$ cat config.mk
export PLATFORM = sky130hd
export DESIGN_NAME = crypt_out_serializer
export DESIGN_NICKNAME = d
export VERILOG_FILES = /design/src/rtl/crypt_pkg.sv /design/src/rtl/crypt_blk_fifo.sv /design/src/rtl/crypt_out_serializer.sv
export SDC_FILE = /design/constraint.sdc
export NUM_CORES = 1
export LEC_CHECK = 0
export BUFFER_PORTS_ARGS = -buffer_cell sky130_fd_sc_hd__buf_2
export CAP_MARGIN = 25
export CORE_UTILIZATION = 46
export CTS_CLUSTER_SIZE = 10
export DETAILED_ROUTE_END_ITERATION = 10
export GPL_TIMING_DRIVEN = 0
export PLACE_DENSITY = 0.75
export SKIP_LAST_GASP = 1
export SYNTH_ARGS = -nofsm -noshare
export SYNTH_HDL_FRONTEND = slang
export SYNTH_SLANG_ARGS = --single-unit
$ cat constraint.sdc
create_clock -name CLK -period 2.29 [get_ports CLK]
set_input_delay 0.458 -clock CLK [delete_from_list [all_inputs] [get_ports CLK]]
set_output_delay 0.458 -clock CLK [all_outputs]
set_load 0.01 [all_outputs]
$ cat src/rtl/crypt_pkg.sv
// Shared types for the cipher output serializer; checksum storage controlled by CRYPT_SER_CSUM_EN.
// Latency: n/a (types and helpers only).
// Backpressure: n/a.
package crypt_pkg;

  localparam int BLK_BYTES = 4;

`ifdef CRYPT_SER_CSUM_EN
  localparam int LAST_IDX = 4;
`else
  localparam int LAST_IDX = 3;
`endif

  // lane[0] is encryptor OUT_1 and leaves first
  typedef struct packed {
`ifdef CRYPT_SER_CSUM_EN
    logic [7:0]                  csum;
`endif
    logic [BLK_BYTES-1:0][7:0]   lane;
  } crypt_blk_t;

  typedef enum logic {IDLE, SEND} ser_state_t;

  // Byte idx of a block in transmit order (lanes 1..4, then checksum if present)
  function automatic logic [7:0] blk_byte(input crypt_blk_t b, input logic [2:0] i);
    logic [7:0] r;
    r = b.lane[0];
    case (i)
      3'd0: r = b.lane[0];
      3'd1: r = b.lane[1];
      3'd2: r = b.lane[2];
      3'd3: r = b.lane[3];
`ifdef CRYPT_SER_CSUM_EN
      3'd4: r = b.csum;
`endif
      default: r = b.lane[0];
    endcase
    return r;
  endfunction

endpackage

$ cat src/rtl/crypt_blk_fifo.sv
// Single-clock FIFO of cipher blocks with occupancy count.
// Latency: head entry visible on rd_dat the cycle after its push.
// Backpressure: pushes while full are ignored; pops while empty are ignored.
module crypt_blk_fifo
  import crypt_pkg::*;
#(
  parameter int DEPTH = 4
) (
  input  logic                        core_clk,
  input  logic                        arst,
  input  logic                        push,
  input  crypt_blk_t                  wr_dat,
  input  logic                        pop,
  output crypt_blk_t                  rd_dat,
  output logic [$clog2(DEPTH+1)-1:0]  count,
  output logic                        full,
  output logic                        empty
);
  localparam int CW = $clog2(DEPTH+1);
  localparam int AW = $clog2(DEPTH);

  crypt_blk_t    mem [DEPTH];
  logic [AW-1:0] wr_ptr;
  logic [AW-1:0] rd_ptr;
  logic          push_ok;
  logic          pop_ok;

  // full/empty come from the registered count only
  assign full    = (count == CW'(DEPTH));
  assign empty   = (count == '0);
  assign push_ok = push & ~full;
  assign pop_ok  = pop & ~empty;
  assign rd_dat  = mem[rd_ptr];

  // pointers wrap naturally since DEPTH is a power of two
  always_ff @(posedge core_clk or posedge arst) begin
    if (arst) begin
      wr_ptr <= '0;
      rd_ptr <= '0;
      count  <= '0;
    end else begin
      if (push_ok) wr_ptr <= wr_ptr + AW'(1);
      if (pop_ok)  rd_ptr <= rd_ptr + AW'(1);
      case ({push_ok, pop_ok})
        2'b10:   count <= count + CW'(1);
        2'b01:   count <= count - CW'(1);
        default: count <= count;
      endcase
    end
  end

  // storage needs no reset; only entries behind the pointers are ever read
  always_ff @(posedge core_clk) begin
    if (push_ok) mem[wr_ptr] <= wr_dat;
  end

endmodule

$ cat src/rtl/crypt_out_serializer.sv
// Buffers 4-lane cipher blocks and streams them lane 1..4 (+checksum under CRYPT_SER_CSUM_EN) as bytes.
// Latency: block pushed into an empty idle serializer at edge N shows its first byte after edge N+1.
// Backpressure: BYTE_OUT/BYTE_VALID hold while BYTE_READY=0; BLK_READY drops with DEPTH blocks queued.
module crypt_out_serializer
  import crypt_pkg::*;
#(
  parameter int DEPTH = 4
) (
  input  logic                        CLK,
  input  logic                        RST,
  input  logic                        BLK_VALID,
  input  logic [7:0]                  BLK_IN_1,
  input  logic [7:0]                  BLK_IN_2,
  input  logic [7:0]                  BLK_IN_3,
  input  logic [7:0]                  BLK_IN_4,
  output logic                        BLK_READY,
  output logic [7:0]                  BYTE_OUT,
  output logic                        BYTE_VALID,
  input  logic                        BYTE_READY,
  output logic [$clog2(DEPTH+1)-1:0]  LEVEL,
  output logic                        OVERFLOW
);
  localparam logic [2:0] LAST = 3'(LAST_IDX);

  crypt_blk_t fifo_wr_dat;
  crypt_blk_t fifo_rd_dat;
  logic       fifo_full;
  logic       fifo_empty;
  logic       pop;

  ser_state_t state_q, state_d;
  crypt_blk_t blk_q, blk_d;
  logic [2:0] idx_q, idx_d;
  logic [7:0] byte_d;
  logic       vld_d;

  // pack lanes, and the checksum when enabled, into one FIFO entry
  always_comb begin
    fifo_wr_dat         = '0;
    fifo_wr_dat.lane[0] = BLK_IN_1;
    fifo_wr_dat.lane[1] = BLK_IN_2;
    fifo_wr_dat.lane[2] = BLK_IN_3;
    fifo_wr_dat.lane[3] = BLK_IN_4;
`ifdef CRYPT_SER_CSUM_EN
    fifo_wr_dat.csum    = BLK_IN_1 ^ BLK_IN_2 ^ BLK_IN_3 ^ BLK_IN_4;
`endif
  end

  crypt_blk_fifo #(.DEPTH(DEPTH)) u_fifo (
    .core_clk (CLK),
    .arst     (RST),
    .push     (BLK_VALID),
    .wr_dat   (fifo_wr_dat),
    .pop      (pop),
    .rd_dat   (fifo_rd_dat),
    .count    (LEVEL),
    .full     (fifo_full),
    .empty    (fifo_empty)
  );

  assign BLK_READY = ~fifo_full;

  // sticky record of a block dropped against a full FIFO
  always_ff @(posedge CLK or posedge RST) begin
    if (RST)                        OVERFLOW <= 1'b0;
    else if (BLK_VALID && fifo_full) OVERFLOW <= 1'b1;
  end

  // serializer state, send register and registered byte outputs
  always_ff @(posedge CLK or posedge RST) begin
    if (RST) begin
      state_q    <= IDLE;
      blk_q      <= '0;
      idx_q      <= '0;
      BYTE_OUT   <= 8'h00;
      BYTE_VALID <= 1'b0;
    end else begin
      state_q    <= state_d;
      blk_q      <= blk_d;
      idx_q      <= idx_d;
      BYTE_OUT   <= byte_d;
      BYTE_VALID <= vld_d;
    end
  end

  // load head block, walk bytes on handshakes, chain the next block without a bubble
  always_comb begin
    state_d = state_q;
    blk_d   = blk_q;
    idx_d   = idx_q;
    byte_d  = BYTE_OUT;
    vld_d   = BYTE_VALID;
    pop     = 1'b0;
    case (state_q)
      IDLE: begin
        if (!fifo_empty) begin
          pop     = 1'b1;
          blk_d   = fifo_rd_dat;
          idx_d   = '0;
          byte_d  = fifo_rd_dat.lane[0];
          vld_d   = 1'b1;
          state_d = SEND;
        end
      end
      SEND: begin
        if (BYTE_READY) begin
          if (idx_q != LAST) begin
            idx_d  = idx_q + 3'd1;
            byte_d = blk_byte(blk_q, idx_q + 3'd1);
          end else if (!fifo_empty) begin
            pop    = 1'b1;
            blk_d  = fifo_rd_dat;
            idx_d  = '0;
            byte_d = fifo_rd_dat.lane[0];
          end else begin
            idx_d   = '0;
            vld_d   = 1'b0;
            state_d = IDLE;
          end
        end
      end
    endcase
  end

endmodule

==> flow_metrics.tcl, run 1 <==
set metrics [dict create \
    row_count 44 \
    cp-start-kind "flop" \
    synth_cell_types 38 \
    clk_latency_ns 0.43 \
    viasPerCell 5.494 \
    fillers 1157 \
    drt_iter0_drc 382 \
    drt-total-wl_mm 13.19 \
    min_period_ns 2.167 \
    root_buffer "clkbuf_16" \
    placed_cells 664 \
    worstMarginPinSlew_ns 0.9197 \
    hpwl_mm 8.401 \
    power.leakage_nw 3.210 \
    rsz0062_at_grt "false" \
    synthCells 430 \
    dp_slack_ns -0.3302 \
    async_flop_share 0.2928 \
    vias 3851 \
    grt_max_degree 33 \
    port-buffer-count 49 \
    dr.pass1.iters 5 \
    antenna_found_initial 0 \
    cts_tree "yes" \
    die_width_um 126.0 \
    finalMaxSlewViolations 0 \
    finClkSkew_ns 0.007555 \
    cts.sinks 181 \
    grt_remaining_overflow 0 \
    final_net_count 553 \
    io_pins 50 \
    final_antenna_net_count 0 \
    finalCritPeriodShare 0.9464 \
    end_kind "flop" \
    place_congestion 0.8408 \
    clock_path_buffers 2 \
    synthSimpleGateAreaFrac 0.07056 \
    slew_headroom 0.3869 \
    ys_seq_elements 181 \
    synthesis.nets 478 \
    yosysSeqAreaShare 0.7307 \
    final_core_util 0.5575 \
    critPathMaxFanout 5 \
    grt_use_total 0.1840 \
    finalNonFillerCells 701 \
    syn_area_sq_mm 0.007076 \
    synth_top_family_by_area "multiplexers" \
    ctsHoldBuffers 0 \
    grt_pass1_vias 4085 \
    holdCritPathClass "primary input to async pin" \
    layout-drive-gt1-share 0.2843 \
    initial_utilization 0.4796 \
    n_antenna_cell 0 \
    synth_top_area_share 0.5432 \
    required_ns 2.64 \
    core-area_sq_mm 0.01475 \
    synth_compound_area_frac 0.04474 \
    yosysTopAreaCell "edfxtp_1" \
    htreeDepth 4 \
    status "finished clean" \
    synthTopCellsByArea "edfxtp_1 54%, dfrtp_1 19%, mux4_2 10%" \
    dieArea_sq_mm 0.01588 \
    finalWorstSetupSlack_ns 0.1228 \
    max_freq_ghz 0.4614 \
    ys.flop_type "edfxtp_1" \
    yosysWarnings 0 \
    report.final.setup_viol 0 \
    path_clk_slew_ns 0.07 \
    synth-edff-count 128 \
    powerDensity_mw_per_mm2 1280 \
    grt_pass1_wl_mm 21.59 \
    syn_avg_cell_area_sq_um 16.45 \
    synth_xor_xnor_area_share 0.007427 \
    hold_viol_final 0 \
    areaGrowthSynthToFinish_pct 16.25 \
    cp_data_arrival_time_ns 2.52 \
    max_cap_violations 0 \
    numCtsBuffers 17 \
    drc 0 \
    die_h_um 126.0 \
    worst-setup-path-type "flop to flop" \
    synth_fa_ha_area_frac 0.02228 \
    ir_drop_mv 0.6979 \
    wl_per_cell_um 18.81 \
    synth_mux_area_frac 0.1034 \
]
## stage by stage
stage / hold slack (ns) / TNS [ns] / instance area (sq um) / power [mW]
6_report: 0.1275 / 0 / 8225 / 10.53
3_5_place_dp: 0.4630 / -0.5025 / 7590 / 7.848
5_1_grt: 0.1772 / 0 / 8225 / 11.10
4_1_cts: 0.1281 / 0 / 8178 / 10.55
2_1_floorplan: 0.4446 / 0 / 7082 / 6.890
3_3_place_gp: 0.4576 / -26.52 / 7557 / 7.716
## synth_stat cells, types with 6 or more instances
| library cell | count |
|---|---|
| buf_2 | 10 |
| and3_1 | 6 |
| dfrtp_1 | 53 |
| edfxtp_1 | 128 |
| o21ai_0 | 6 |
| nor2_1 | 9 |
| nand2_1 | 100 |
| a222oi_1 | 8 |
| inv_1 | 12 |
| mux4_2 | 32 |
| a21oi_1 | 10 |
| ha_1 | 11 |
## state kept, by name (all words and copies together), names as in the netlist, 2 cells and up
name,cells
BYTE_OUT,8
idx_q,3
blk_q,32
u_fifo.mem,128
u_fifo.rd_ptr,2
u_fifo.count,3
u_fifo.wr_ptr,2
## area by class of cell
type,count,area [sq um],share of cell area
Sequential cell,181,5171,0.6287
Multi-Input combinational cell,218,1812,0.2203
Clock buffer,17,425.4,0.05172
Timing Repair Buffer,56,317.8,0.03864
Tap cell,184,230.2,0.02799
Buffer,19,112.6,0.01369
Clock inverter,14,111.4,0.01354
Inverter,12,45.04,0.005476
## worst paths after layout
path | startpoint | endpoint | slack (ns) | depth (start not counted)
worst max-delay path | idx_q[1]$_DFFE_PP0P_ | u_fifo.count[2]$_DFFE_PP0P_ | 0.12 | 12
worst min-delay path | RST | u_fifo.wr_ptr[1]$_DFFE_PP0P_ | 0.13 | 2
worst max register to register | idx_q[1]$_DFFE_PP0P_ | u_fifo.count[2]$_DFFE_PP0P_ | 0.12 | 12
worst min register to register | blk_q[24]$_DFFE_PP0P_ | blk_q[24]$_DFFE_PP0P_ | 0.48 | 2
max in group asynchronous | RST | blk_q[9]$_DFFE_PP0P_ | 1.60 | 3
min in group CLK | BLK_IN_2[4] | u_fifo.mem[2][12]$_DFFE_PP_ | 0.24 | 1
## cells in the final DEF, fill, tap and decap left out, drive strengths merged, types with 2 or more instances in the layout
cell      instances
o31ai             2
dfrtp            53
a222oi            8
clkinvlp          2
buf              70
mux4             32
clkbuf           22
inv              14
nor2              9
a221o             3
ha               11
a21o              3
o21ai             8
and3              7
edfxtp          128
a21oi            10
nand2b            2
xor2              2
o22ai             4
xnor2             4
nand2           100
clkinv            9
## critical path, cell delays in order, from the launching register on
cell and delay (ns):
dfrtp_1 0.40, ha_4 0.17, ha_4 0.16, a21bo_4 0.15
nand2_2 0.07, inv_2 0.08, clkbuf_8 0.14, ha_4 0.13
inv_1 0.05, fa_2 0.33, xor2_1 0.15, nor2_1 0.13
xor2_1 0.15
## cells by family after synthesis
logic type	Yosys count
fa+ha+maj	12
flops	181
compound gates	44
buf+inv	31
xor+xnor	6
mux	33
simple gates	123
## routing by layer
layer | global-route usage | vias up | routed length, um
met5 | 0 | - | 0
met4 | 0.06237 | 0 | 157
met1 | 0.2472 | 1945 | 5738
met3 | 0.04843 | 16 | 760
met2 | 0.2935 | 127 | 6530
li1 | - | 1763 | -
## power by group
group          leakage [nW]  switching [mW]  total [mW]  internal (mW)
clock network         0.262            1.20        2.67           1.48
registers              1.83           0.380        4.82           4.44
logic                  1.12            1.69        3.03           1.34
total                  3.21            3.26        10.5           7.26
## what timing repair did
action,CTS,global route
endpoints found under the setup margin,2,1
cloned,0,0
setup buffers,3,3
pin swaps,0,4
gates resized for setup,7,5
No activity file was read; power rests on OpenSTA's default activity.
==> run 2, diff against run 1 <==
--- a/config.mk
+++ b/config.mk
@@ -11,7 +11,7 @@
 export CTS_CLUSTER_SIZE = 10
 export DETAILED_ROUTE_END_ITERATION = 10
 export GPL_TIMING_DRIVEN = 0
-export PLACE_DENSITY = 0.75
+export PLACE_DENSITY = 0.66
 export SKIP_LAST_GASP = 1
 export SYNTH_ARGS = -nofsm -noshare
 export SYNTH_HDL_FRONTEND = slang
==> flow_metrics.tcl, run 2 (synthesis gave the netlist of run 1 again) <==
set metrics [dict create \
    min_period_ns 2.191 \
    worstMarginPinSlew_ns 0.6404 \
    grt_pass1_wl_mm 21.09 \
    finalWorstSetupSlack_ns 0.09895 \
    numCtsBuffers 17 \
    final_cell_mix "128 x edfxtp_1, 99 x nand2_1, 58 x buf_2, 53 x dfrtp_1, 32 x mux4_2" \
    finalNonFillerCells 708 \
    clock_path_buffers 2 \
    top_register "u_fifo.mem" \
    core-area_sq_mm 0.01475 \
    report.final.setup_viol 0 \
    areaGrowthSynthToFinish_pct 17.84 \
    drc 0 \
    drt-total-wl_mm 13.00 \
    final_net_count 559 \
    row_count 44 \
    status "finished clean" \
    cts.sinks 181 \
    stdcell_area_sq_mm 0.008338 \
    cp_data_arrival_time_ns 2.50 \
    fillers 1170 \
    holdCritPathClass "primary input to flop" \
    cp-start-kind "flop" \
    max_cap_violations 0 \
    required_ns 2.60 \
    powerDensity_mw_per_mm2 1279 \
    hold_viol_final 0 \
    finalMaxSlewViolations 0 \
    path_clk_slew_ns 0.07 \
    grt_use_total 0.1811 \
    drt_iter0_drc 311 \
    vias 3818 \
    antenna_found_initial 0 \
    initial_utilization 0.4796 \
    end_kind "flop" \
    n_antenna_cell 0 \
    finalCritPeriodShare 0.9568 \
    dr.pass1.iters 5 \
    clk_latency_ns 0.43 \
    rsz0062_at_grt "true" \
    grt_remaining_overflow 0 \
    grt_max_degree 46 \
    io_pins 50 \
    ir_drop_mv 0.6368 \
    hpwl_mm 8.689 \
    r2r_slack_ns 0.1 \
    reg_top3 "u_fifo.mem x128, blk_q x32, BYTE_OUT x8" \
    place_congestion 0.8030 \
    max_freq_ghz 0.4564 \
    finalPower_mw 10.67 \
    root_buffer "clkbuf_16" \
    slew_headroom 0.5731 \
    critPathMaxFanout 9 \
    die_width_um 126.0 \
    htreeDepth 4 \
    wl_per_cell_um 18.36 \
    dp_slack_ns -0.3952 \
    worst-setup-path-type "flop to flop" \
    final_common_cell "edfxtp_1" \
    cts_tree "yes" \
    setup_tns_ns 0 \
    final_antenna_net_count 0 \
    finClkSkew_ns 0.008995 \
    layout-drive-gt1-share 0.2939 \
    place_area_sq_mm 0.007670 \
    largest_reg_flops 128 \
    grt_pass1_vias 3937 \
    dieArea_sq_mm 0.01588 \
    port-buffer-count 49 \
    power.leakage_nw 3.264 \
    die_h_um 126.0 \
    placed_cells 668 \
    viasPerCell 5.393 \
]
## run 2: worst max-delay path, cell delays in order, from the launching register on
cell      delay (ns)
dfrtp_1         0.41
buf_4           0.13
buf_4           0.12
inv_1           0.06
ha_1            0.18
clkbuf_1        0.21
a222oi_1        0.48
o21ai_0         0.16
a221o_1         0.31
## run 2: what timing repair did
item | 4_1_cts | 5_1_grt
hold endpoints to repair | 8 | 0
hold buffers | 1 | 0
buffers inserted | 4 | 3
endpoints found under the setup margin | 2 | 2
pin swaps | 1 | 4
resized for setup | 7 | 4
## run 2: per-layer routing
layer	GRT usage	vias to the layer above	share of wire	wire length, um
met2	0.2902	92	0.48	6281
met4	0.06449	0	0.014	183
met5	0	-	0	0
met1	0.2450	1937	0.46	5969
met3	0.04121	16	0.043	561
li1	-	1773	-	-
## run 2: final cells by class
cell class,count,area [sq um],area share
repair buffers,62,415.4,0.04982
clock inverters,15,130.1,0.01561
plain buffers,19,115.1,0.01381
flip-flops and latches,181,5170,0.6200
inverters,12,45.04,0.005402
multi-input cells,218,1807,0.2167
clock buffers,17,425.4,0.05102
well taps,184,230.2,0.02761
## run 2: worst paths after layout
check / start / to / depth (start not counted)
worst min-delay path: BLK_IN_4[2] / u_fifo.mem[3][26]$_DFFE_PP_ / 1
worst max-delay path: idx_q[0]$_DFFE_PP0P_ / BYTE_OUT[1]$_DFFE_PP0N_ / 8
worst max register to register: idx_q[0]$_DFFE_PP0P_ / BYTE_OUT[1]$_DFFE_PP0N_ / 8
worst min register to register: OVERFLOW$_DFFE_PP0P_ / OVERFLOW$_DFFE_PP0P_ / 1
min in group asynchronous: RST / BYTE_VALID$_DFFE_PP0P_ / 3
max in group asynchronous: RST / blk_q[16]$_DFFE_PP0P_ / 4
## run 2: power breakdown
group	switching (mW)	total (mW)	internal (mW)	leakage, nW
Sequential	0.364	4.79	4.43	1.83
Combinational	1.73	3.17	1.44	1.16
Clock	1.20	2.71	1.50	0.272
## run 2: metrics by stage
step	hold slack (ns)	utilization
after floorplan	0.4446	-
after global placement	0.4484	0.5122
after detailed placement	0.3874	0.5198
after CTS	0.2283	0.5628
after global routing	0.2258	0.5651
final	0.2442	0.5651
==> run 3, diff against run 2 <==
--- a/config.mk
+++ b/config.mk
@@ -12,6 +12,7 @@
 export DETAILED_ROUTE_END_ITERATION = 10
 export GPL_TIMING_DRIVEN = 0
 export PLACE_DENSITY = 0.66
+export REMOVE_ABC_BUFFERS = 1
 export SKIP_LAST_GASP = 1
 export SYNTH_ARGS = -nofsm -noshare
 export SYNTH_HDL_FRONTEND = slang
==> constraint.sdc (replaced) <==
create_clock -name CLK -period 2.29 [get_ports CLK]
set_input_delay 0.458 -clock CLK [delete_from_list [all_inputs] [get_ports CLK]]
set_output_delay 0.458 -clock CLK [all_outputs]
set_load 0.02 [all_outputs]
==> flow_metrics.tcl, run 3 (synthesis gave the netlist of run 1 again) <==
set metrics [dict create \
    stdcell_area_sq_mm 0.008198 \
    place_congestion 0.7779 \
    slew_headroom 0.3779 \
    clock_path_buffers 2 \
    max_freq_ghz 0.4574 \
    cp_data_arrival_time_ns 2.50 \
    grt_pass1_vias 4025 \
    drt_iter0_drc 309 \
    end_kind "flop" \
    layout-drive-gt1-share 0.2758 \
    cp-start-kind "flop" \
    ctsHoldBuffers 0 \
    p_seq_frac 0.468 \
    worstMarginPinSlew_ns 0.9331 \
    report.final.setup_viol 0 \
    path_clk_slew_ns 0.07 \
    port-buffer-count 49 \
    startpoint "idx_q[0]$_DFFE_PP0P_" \
    wl_per_cell_um 19.52 \
    final_cell_mix "128 x edfxtp_1, 99 x nand2_1, 51 x dfrtp_1, 50 x buf_2, 32 x mux4_2" \
    critPathCapture "u_fifo.count[2]$_DFFE_PP0P_" \
    finalPower_mw 10.73 \
    drt-total-wl_mm 13.43 \
    clk_latency_ns 0.43 \
    m1WireLength_mm 5.945 \
    grt_use_total 0.1855 \
    core-area_sq_mm 0.01475 \
    path_depth 11 \
    max_cap_violations 0 \
    holdCritPathClass "primary input to async pin" \
    cp_top_family "adder cells" \
    htreeDepth 4 \
    finalWorstSetupSlack_ns 0.1039 \
    dr.pass1.iters 5 \
    final_antenna_net_count 0 \
    power.leakage_nw 3.176 \
    root_buffer "clkbuf_16" \
    required_ns 2.60 \
    critPathMaxFanout 5 \
    finalCritPeriodShare 0.9546 \
    clockPowerShare 0.264 \
    top_layer_used "met4" \
    combPwrFrac 0.268 \
    placed_cells 648 \
    row_count 44 \
    dieArea_sq_mm 0.01588 \
    n_antenna_cell 0 \
    io_pins 50 \
    reg2reg_from "idx_q[0]$_DFFE_PP0P_" \
    die_width_um 126.0 \
    final_common_cell "edfxtp_1" \
    power.internal_mw 7.357 \
    wl_met2_mm 6.564 \
    min_period_ns 2.186 \
    r2r_slack_ns 0.10 \
    cp_slowest_cell "dfrtp_1" \
    cp_cell_sequence "ha_1 > ha_4 > a21bo_4 > nand2_8 > clkinvlp_4 > ha_1 > inv_1 > fa_1 > xor2_1 > nor2_1 > xor2_1" \
    areaGrowthSynthToFinish_pct 15.86 \
    viasPerCell 5.560 \
    fillers 1188 \
    r2r_cells 11 \
    grt_pass1_wl_mm 21.60 \
    grt_max_degree 34 \
    switchingPower_mw 3.373 \
    finClkSkew_ns 0.005278 \
    hpwl_mm 7.751 \
    max_stage_delay_ns 0.38 \
    initial_utilization 0.4796 \
    cts.sinks 181 \
    vias 3825 \
    swShare 0.3143 \
    powerDensity_mw_per_mm2 1309 \
    dp_slack_ns -1.442 \
    antenna_found_initial 0 \
    top_register "u_fifo.mem" \
    dr_wl_met3_um 685 \
    drc 0 \
    grt_remaining_overflow 0 \
    rsz0062_at_grt "true" \
    reg_top3 "u_fifo.mem x128, blk_q x32, BYTE_OUT x8" \
    finalMaxSlewViolations 0 \
    numCtsBuffers 17 \
    cts_tree "yes" \
    largest_reg_flops 128 \
    worst-setup-path-type "flop to flop" \
    status "finished clean" \
    final_net_count 539 \
    die_h_um 126.0 \
    critPathBufInv 2 \
    place_area_sq_mm 0.007516 \
    ir_drop_mv 0.8562 \
    finalNonFillerCells 688 \
    hold_viol_final 0 \
    r2r-end "u_fifo.count[2]$_DFFE_PP0P_" \
]
-- run 3: cell types whose count changed in the layout (fill, tap and decap cells not counted), moves of 2 or more --
cell	before	now
buf_6	2	0
buf_2	58	50
nand2_4	0	2
ha_1	8	10
dfrtp_1	53	51
clkinvlp_4	2	4
buf_4	8	6
dfrtp_2	0	2
buf_12	4	2
clkbuf_1	4	0
inv_6	4	0
-- run 3: how the worst min path moves through the flow --
stage,start,endpoint,slack (ns),cells after the start
2_1_floorplan,blk_q[11]$_DFFE_PP0P_,blk_q[11]$_DFFE_PP0P_,0.44,2
3_3_place_gp,OVERFLOW$_DFFE_PP0P_,OVERFLOW$_DFFE_PP0P_,0.45,1
3_5_place_dp,OVERFLOW$_DFFE_PP0P_,OVERFLOW$_DFFE_PP0P_,0.46,1
4_1_cts,RST,BYTE_OUT[4]$_DFFE_PP0N_,0.09,2
5_1_grt,RST,blk_q[7]$_DFFE_PP0P_,0.12,2
6_report,RST,BYTE_OUT[4]$_DFFE_PP0N_,0.08,2
-- run 3: layer usage --
| layer | vias to the layer above | global-route usage |
|---|---|---|
| met5 | - | 0 |
| met4 | 0 | 0.07654 |
| met3 | 18 | 0.04503 |
| met2 | 108 | 0.2964 |
| met1 | 1954 | 0.2455 |
| li1 | 1745 | - |
-- run 3: power by group through the flow --
| stage | Clock, mW | Sequential (mW) | Combinational (mW) |
|---|---|---|---|
| finish | 2.83 | 5.02 | 2.88 |
| global route | 3.01 | 5.14 | 3.17 |
| CTS | 2.87 | 5.04 | 2.87 |
| detailed placement | 0 | 5.10 | 2.75 |
| global placement | 0 | 5.17 | 2.56 |
| floorplan | 0 | 5.09 | 1.78 |
-- run 3: repair_timing --
action                     CTS  global route
resized for setup            7             2
setup endpoints to repair   33            13
gates cloned                 2             1
pin swaps                    2             0
buffers inserted             4             2
-- run 3: stage by stage --
| step | hold WS [ns] | util | TNS (ns) |
|---|---|---|---|
| 2_1_floorplan | 0.4446 | - | -13.37 |
| 4_1_cts | 0.08844 | 0.5528 | 0 |
| 6_report | 0.07943 | 0.5556 | 0 |
| 5_1_grt | 0.1226 | 0.5556 | -0.03562 |
| 3_5_place_dp | 0.4552 | 0.5094 | -18.55 |
| 3_3_place_gp | 0.4467 | 0.5048 | -79.61 |
-- run 3: area by class of cell --
type,instances,area (sq um),share of cell area
Clock inverter,14,136.4,0.01664
Timing Repair inverter,1,5.005,0.0006105
Sequential cell,181,5172,0.6310
Tap cell,184,230.2,0.02808
Inverter,12,48.80,0.005952
Timing Repair Buffer,58,335.3,0.04090
Multi-Input combinational cell,220,1831,0.2233
Clock buffer,18,439.2,0.05357
-- run 3: worst reg2reg max path: stages (launching register included) --
cell and delay (ns):
dfrtp_1 0.38, ha_1 0.24, ha_4 0.19, a21bo_4 0.25, nand2_8 0.09, clkinvlp_4 0.11
ha_1 0.23, inv_1 0.07, fa_1 0.17, xor2_1 0.14, nor2_1 0.06, xor2_1 0.14
